===== src/rtl/cfg_frame_pkg.sv =====
// Shared constants, FSM states, error codes and payload type for the config frame controller.
package cfg_frame_pkg;

    localparam int unsigned BYTE_W = 8;
    localparam int unsigned ADDR_W = 2;
    localparam int unsigned DATA_W = 28;
    localparam int unsigned ERR_W  = 3;

    localparam logic [BYTE_W-1:0] SOF = 8'hFF;
    localparam logic [BYTE_W-1:0] EOF = 8'hFE;

    typedef enum logic [2:0] {
        ST_IDLE  = 3'd0,
        ST_ADDR  = 3'd1,
        ST_DATA  = 3'd2,
        ST_CHK   = 3'd3,
        ST_END   = 3'd4,
        ST_ISSUE = 3'd5
    } state_e;

    localparam logic [ERR_W-1:0] ERR_NONE     = 3'd0;
    localparam logic [ERR_W-1:0] ERR_BAD_ADDR = 3'd1;
    localparam logic [ERR_W-1:0] ERR_OVERFLOW = 3'd2;
    localparam logic [ERR_W-1:0] ERR_BAD_CHK  = 3'd3;
    localparam logic [ERR_W-1:0] ERR_BAD_END  = 3'd4;
    localparam logic [ERR_W-1:0] ERR_RESYNC   = 3'd5;
    localparam logic [ERR_W-1:0] ERR_OVERRUN  = 3'd6;
    localparam logic [ERR_W-1:0] ERR_TIMEOUT  = 3'd7;

    // Register-bank write payload
    typedef struct packed {
        logic [ADDR_W-1:0] addr;
        logic [DATA_W-1:0] data;
    } cfg_word_t;

endpackage


===== src/rtl/frame_timeout_timer.sv =====
// Inter-byte idle timer: counts while enabled, clears on reload, flags the last allowed cycle.
module frame_timeout_timer #(
    parameter int unsigned TIMEOUT_CYCLES = 500000
) (
    input  logic clk,
    input  logic rst_n,
    input  logic enable,
    input  logic reload,
    output logic expired
);

    localparam int unsigned CNT_W = (TIMEOUT_CYCLES > 1) ? $clog2(TIMEOUT_CYCLES) : 1;
    localparam logic [CNT_W-1:0] LAST = CNT_W'(TIMEOUT_CYCLES - 1);

    logic [CNT_W-1:0] cnt_q, cnt_d;

    // Next count: held at zero while disabled, restarted by each byte, saturates at LAST
    always_comb begin
        cnt_d = cnt_q;
        if (!enable || reload) begin
            cnt_d = '0;
        end else if (cnt_q != LAST) begin
            cnt_d = cnt_q + CNT_W'(1);
        end
    end

    // Counter register, synchronous reset
    always_ff @(posedge clk) begin
        if (!rst_n) begin
            cnt_q <= '0;
        end else begin
            cnt_q <= cnt_d;
        end
    end

    assign expired = enable && (cnt_q == LAST);

endmodule


===== src/rtl/cfg_frame_controller.sv =====
// Parses FF/ADDR/D3..D0/CHK/FE UART frames and issues valid/ready writes to the DDS register bank.
module cfg_frame_controller
    import cfg_frame_pkg::*;
#(
    parameter int unsigned TIMEOUT_CYCLES = 500000
) (
    input  logic              clk,
    input  logic              rst_n,
    input  logic [BYTE_W-1:0] rx_data,
    input  logic              rx_valid,
    output logic              cfg_valid,
    input  logic              cfg_ready,
    output logic [ADDR_W-1:0] cfg_addr,
    output logic [DATA_W-1:0] cfg_data,
    output logic              frame_err,
    output logic [ERR_W-1:0]  err_code,
    output logic              busy
);

    state_e            state_q, state_d;
    cfg_word_t         cfg_q, cfg_d;
    logic [BYTE_W-1:0] chk_q, chk_d;
    logic [1:0]        cnt_q, cnt_d;
    logic              ovf_q, ovf_d;
    logic              cfg_valid_q, cfg_valid_d;
    logic              frame_err_q, frame_err_d;
    logic [ERR_W-1:0]  err_code_q, err_code_d;
    logic              busy_q;
    logic              tmo_en;
    logic              tmo_expired;

    assign tmo_en = (state_q == ST_ADDR) || (state_q == ST_DATA) ||
                    (state_q == ST_CHK)  || (state_q == ST_END);

    frame_timeout_timer #(
        .TIMEOUT_CYCLES (TIMEOUT_CYCLES)
    ) u_timer (
        .clk     (clk),
        .rst_n   (rst_n),
        .enable  (tmo_en),
        .reload  (rx_valid),
        .expired (tmo_expired)
    );

    // Frame parser next-state, accumulators and error reporting
    always_comb begin
        state_d     = state_q;
        cfg_d       = cfg_q;
        chk_d       = chk_q;
        cnt_d       = cnt_q;
        ovf_d       = ovf_q;
        cfg_valid_d = cfg_valid_q;
        frame_err_d = 1'b0;
        err_code_d  = err_code_q;

        unique case (state_q)
            ST_IDLE: begin
                if (rx_valid && (rx_data == SOF)) begin
                    state_d = ST_ADDR;
                    cfg_d   = '0;
                    chk_d   = '0;
                    cnt_d   = '0;
                    ovf_d   = 1'b0;
                end
            end
            ST_ADDR, ST_DATA, ST_CHK, ST_END: begin
                if (rx_valid) begin
                    // A start byte mid-frame restarts the frame; in END it is just a bad terminator
                    if ((rx_data == SOF) && (state_q != ST_END)) begin
                        state_d     = ST_ADDR;
                        cfg_d       = '0;
                        chk_d       = '0;
                        cnt_d       = '0;
                        ovf_d       = 1'b0;
                        frame_err_d = 1'b1;
                        err_code_d  = ERR_RESYNC;
                    end else begin
                        case (state_q)
                            ST_ADDR: begin
                                cfg_d.addr = rx_data[ADDR_W-1:0];
                                chk_d      = rx_data;
                                if (rx_data > 8'h03) begin
                                    state_d     = ST_IDLE;
                                    frame_err_d = 1'b1;
                                    err_code_d  = ERR_BAD_ADDR;
                                end else begin
                                    state_d = ST_DATA;
                                end
                            end
                            ST_DATA: begin
                                cfg_d.data = {cfg_q.data[DATA_W-BYTE_W-1:0], rx_data};
                                chk_d      = chk_q ^ rx_data;
                                cnt_d      = cnt_q + 2'd1;
                                if ((cnt_q == 2'd0) && (rx_data[7:4] != 4'h0)) begin
                                    ovf_d = 1'b1;
                                end
                                if (cnt_q == 2'd3) begin
                                    state_d = ST_CHK;
                                end
                            end
                            ST_CHK: begin
                                if (ovf_q) begin
                                    state_d     = ST_IDLE;
                                    frame_err_d = 1'b1;
                                    err_code_d  = ERR_OVERFLOW;
                                end else if (rx_data != chk_q) begin
                                    state_d     = ST_IDLE;
                                    frame_err_d = 1'b1;
                                    err_code_d  = ERR_BAD_CHK;
                                end else begin
                                    state_d = ST_END;
                                end
                            end
                            default: begin
                                if (rx_data == EOF) begin
                                    state_d     = ST_ISSUE;
                                    cfg_valid_d = 1'b1;
                                end else begin
                                    state_d     = ST_IDLE;
                                    frame_err_d = 1'b1;
                                    err_code_d  = ERR_BAD_END;
                                end
                            end
                        endcase
                    end
                end else if (tmo_expired) begin
                    state_d     = ST_IDLE;
                    frame_err_d = 1'b1;
                    err_code_d  = ERR_TIMEOUT;
                end
            end
            ST_ISSUE: begin
                if (rx_valid) begin
                    frame_err_d = 1'b1;
                    err_code_d  = ERR_OVERRUN;
                end
                if (cfg_ready) begin
                    state_d     = ST_IDLE;
                    cfg_valid_d = 1'b0;
                end
            end
            default: begin
                state_d     = ST_IDLE;
                cfg_valid_d = 1'b0;
            end
        endcase
    end

    // State and output registers, synchronous active-low reset
    always_ff @(posedge clk) begin
        if (!rst_n) begin
            state_q     <= ST_IDLE;
            cfg_q       <= '0;
            chk_q       <= '0;
            cnt_q       <= '0;
            ovf_q       <= 1'b0;
            cfg_valid_q <= 1'b0;
            frame_err_q <= 1'b0;
            err_code_q  <= ERR_NONE;
            busy_q      <= 1'b0;
        end else begin
            state_q     <= state_d;
            cfg_q       <= cfg_d;
            chk_q       <= chk_d;
            cnt_q       <= cnt_d;
            ovf_q       <= ovf_d;
            cfg_valid_q <= cfg_valid_d;
            frame_err_q <= frame_err_d;
            err_code_q  <= err_code_d;
            busy_q      <= (state_d != ST_IDLE);
        end
    end

    assign cfg_valid = cfg_valid_q;
    assign cfg_addr  = cfg_q.addr;
    assign cfg_data  = cfg_q.data;
    assign frame_err = frame_err_q;
    assign err_code  = err_code_q;
    assign busy      = busy_q;

endmodule


===== config.mk =====
export PLATFORM = sky130hd
export DESIGN_NAME = cfg_frame_controller
export DESIGN_NICKNAME = d
export VERILOG_FILES = /design/src/rtl/cfg_frame_pkg.sv /design/src/rtl/frame_timeout_timer.sv /design/src/rtl/cfg_frame_controller.sv
export SDC_FILE = /design/constraint.sdc
export NUM_CORES = 1
export LEC_CHECK = 0
export CORE_UTILIZATION = 49
export CTS_CLUSTER_SIZE = 8
export DETAILED_ROUTE_END_ITERATION = 10
export PLACE_DENSITY = 0.76
export SETUP_SLACK_MARGIN = 0.3
export SKIP_CTS_REPAIR_TIMING = 1
export SYNTH_ARGS = -nofsm -noshare
export SYNTH_HDL_FRONTEND = slang
export SYNTH_SLANG_ARGS = --single-unit

===== constraint.sdc =====
create_clock -name clk -period 2 [get_ports clk]
set_clock_uncertainty 0.2 [all_clocks]
set_input_delay 0.3 -clock clk [delete_from_list [all_inputs] [get_ports clk]]
set_output_delay 0.3 -clock clk [all_outputs]
set_load 0.02 [all_outputs]

==> impl_metrics.py <==
metrics = {
    "clock_tree": {
        "numCtsBuffers": 9,
        "clk_pin_slew_ns": 0.09,
        "clk_path_buf_depth": 2,
        "ctsRootBufferMaster": "clkbuf_8",
        "clock-sinks": 69,
        "htreeDepth": 3,
        "clock_latency_ns": 0.37,
        "cts_tree": "yes",
    },
    "timing": {
        "setup_viol": 7,
        "worst_pin_slew_ns": 0.393,
        "finalHoldViolations": 0,
        "fmax_mhz": 458,
        "fin_ws_ns": -0.184,
        "report.final.slew_viol_count": 0,
        "fin_crit_sh_pct": 109,
        "period_needed_ns": 2.18,
        "rsz0062_at_grt": "true",
        "max_slew_margin_pct": 73.6,
    },
    "route": {
        "viasPerCell": 6.07,
        "postRouteAntennaNets": 0,
        "wl_per_cell_um": 20.8,
        "first_pass_iters": 4,
        "drc": 0,
        "vias": 3533,
        "drt_iter0_markers": 200,
        "drt_wl_total_um": 12100,
    },
    "yosys": {
        "mappedNetlistArea_sq_um": 3260,
        "synth_edf_count": 0,
        "syn_inst": 380,
        "ys_types": 51,
        "ys_seq_area_share_pct": 42.3,
        "async_flop_share_pct": 0,
        "synth_fp_nets": 395,
        "synth_flop_cell": "dfxtp_1",
        "ys_ff_latch": 69,
        "yosys-top-cells-area": "dfxtp_1, nor2_1, a22oi_1",
        "yosysMostFrequentCell": "nor2_1",
        "netlist_top_cells_count": "nor2_1, dfxtp_1, a22oi_1",
        "yosysTopAreaCellShare_pct": 42.3,
        "yosys_warnings": 0,
        "synth_top_area_cell": "dfxtp_1",
        "synth_area_per_cell_sq_um": 8.58,
    },
    "power_and_ir_drop": {
        "peakVddDrop_mv": 0.621,
        "switchingPower_uw": 733,
        "comb_power_share_pct": 6.4,
        "power_density_nw_per_um2": 488,
        "power_mw": 2.64,
        "netSwitchingFraction_pct": 27.8,
        "p_leak_nw": 2.64,
        "power.internal_mw": 1.91,
        "p_seq_share_pct": 51.8,
        "pwr-share-clk_pct": 41.8,
    },
    "placement": {
        "post_dp_cell_area_sq_um": 4290,
        "gp_congestion": 0.906,
        "place.port_buffers": 47,
        "hpwlAfterDp_um": 5960,
    },
    "global_routing": {
        "grt_max_degree": 41,
        "overflow": 0,
        "grt.total_usage_pct": 24.7,
        "grt_pass1_vias": 2955,
        "grt_first_pass_wirelength_um": 13700,
        "antenna_found_initial": 0,
    },
    "cells_and_area": {
        "area_growth_pct": 66.0,
        "num_antenna_cells": 0,
        "final_nets": 515,
        "layout-drive-gt1-share_pct": 41.4,
        "final_area_sq_um": 5420,
    },
    "worst_setup_path": {
        "crit_fanout": 3,
        "regToRegSetupSlack_ns": -0.18,
        "crit_arrival_ns": 2.22,
        "endpoint_kind": "register",
        "worstPathRequired_ns": 2.03,
        "slowest_delay_ns": 0.53,
        "critPathBufInv": 0,
        "path_cells": "or4b_4, o31a_1, a32o_2, or3_1",
        "critPathLaunchType": "register",
        "cp_top_family": "simple AND/OR/NAND/NOR gates",
        "worstSetupPathType": "register to register",
        "cpMaxStageDelayCell": "or4b_4",
    },
    "floorplanning": {
        "initial_core_util_pct": 51.1,
        "top_level_ports": 48,
        "num_rows": 29,
        "die_area_sq_um": 6990,
        "design.core.area_sq_um": 6390,
        "die_height_um": 83.6,
        "fp.dieW_um": 83.6,
    },
    "min_path": {
        "min_path_type": "register to register",
    },
    "run": {
        "maxCapViolCount": 0,
    },
    "outcome": {
        "violations": "setup timing",
        "status": "complete, but fails checks",
    },
}
==> final timing paths <==
kind                       to  cells past startpoint              from
setup / recovery         busy                      4  u_timer.cnt_q[6]
hold / removal    err_code[0]                      2       err_code[0]
setup reg to reg         busy                      4  u_timer.cnt_q[6]
hold reg to reg   err_code[0]                      2       err_code[0]
==> power by group through the flow <==
stage / clock network, mW / registers, mW / logic [mW]
5_1_grt: 1.18 / 1.37 / 0.175
3_5_place_dp: 0 / 1.40 / 0.142
4_1_cts: 1.09 / 1.37 / 0.143
6_report: 1.10 / 1.37 / 0.168
3_3_place_gp: 0 / 1.40 / 0.141
2_1_floorplan: 0 / 1.40 / 0.0740
==> logic make-up after synthesis <==
group                    count (synthesis)  share of synthesized area, %
multiplexers                             3                         0.921
adder cells (fa/ha/maj)                  3                          1.15
flip-flops                              69                          42.3
AO/OA/AOI/OAI                           79                          17.7
AND/OR/NAND/NOR                        162                          25.2
buffers and inverters                   32                          4.10
XOR/XNOR                                32                          8.59
==> final cells by class <==
cell class | count | area, sq um
clock buffers | 9 | 124
clock inverters | 7 | 55.1
fillers | 317 | 971
inverters | 10 | 40.0
multi-input cells | 281 | 2360
flip-flops and latches | 69 | 1400
well taps | 77 | 96.3
repair buffers | 129 | 1340
==> layout by cell type (no fill, tap or decap), drive strengths merged, types with 8 or more instances in the layout <==
cell and n:
a22oi 35, a2bb2oi 8, buf 80, clkbuf 11, dfxtp 69, dlymetal6s2s 44, inv 13, nand2 19
nand3 13, nor2 76, nor2b 12, nor3 10, o21ai 10, xnor2 15, xor2 17
==> worst min-delay path, stage by stage (launching register included) <==
cell     delay [ns]
dfxtp_1        0.31
nand2_1        0.05
mux2i_1        0.05
==> through the flow <==
step	setup slack (ns)	TNS, ns	hold slack (ns)	utilization, %	std cells
after global routing	-0.210	-1.24	0.258	84.8	582
after floorplan	-0.0541	-0.0824	0.272	-	380
final	-0.184	-0.782	0.259	84.8	582
after global placement	-0.574	-22.39	0.243	67.1	543
after detailed placement	-0.654	-24.30	0.246	67.1	543
after CTS	-0.353	-9.14	0.265	69.9	559
==> flip-flops by register name, summed over array words and instances, names as in the netlist <==
signal,cells
u_timer.cnt_q,19
frame_err,1
err_code,3
cfg_addr,2
cfg_valid,1
ovf_q,1
state_q,3
cfg_data,28
cnt_q,2
chk_q,8
busy,1
==> per-layer routing <==
metal  wire length (um)  GRT usage [%]  vias up
met2               6210           40.7      173
met1               4660           30.4     1722
met4                542           10.0        0
met5                  0              0        -
li1                   -              -     1587
met3                673           6.92       51
Note: power is estimated with default switching activity, not from simulation.
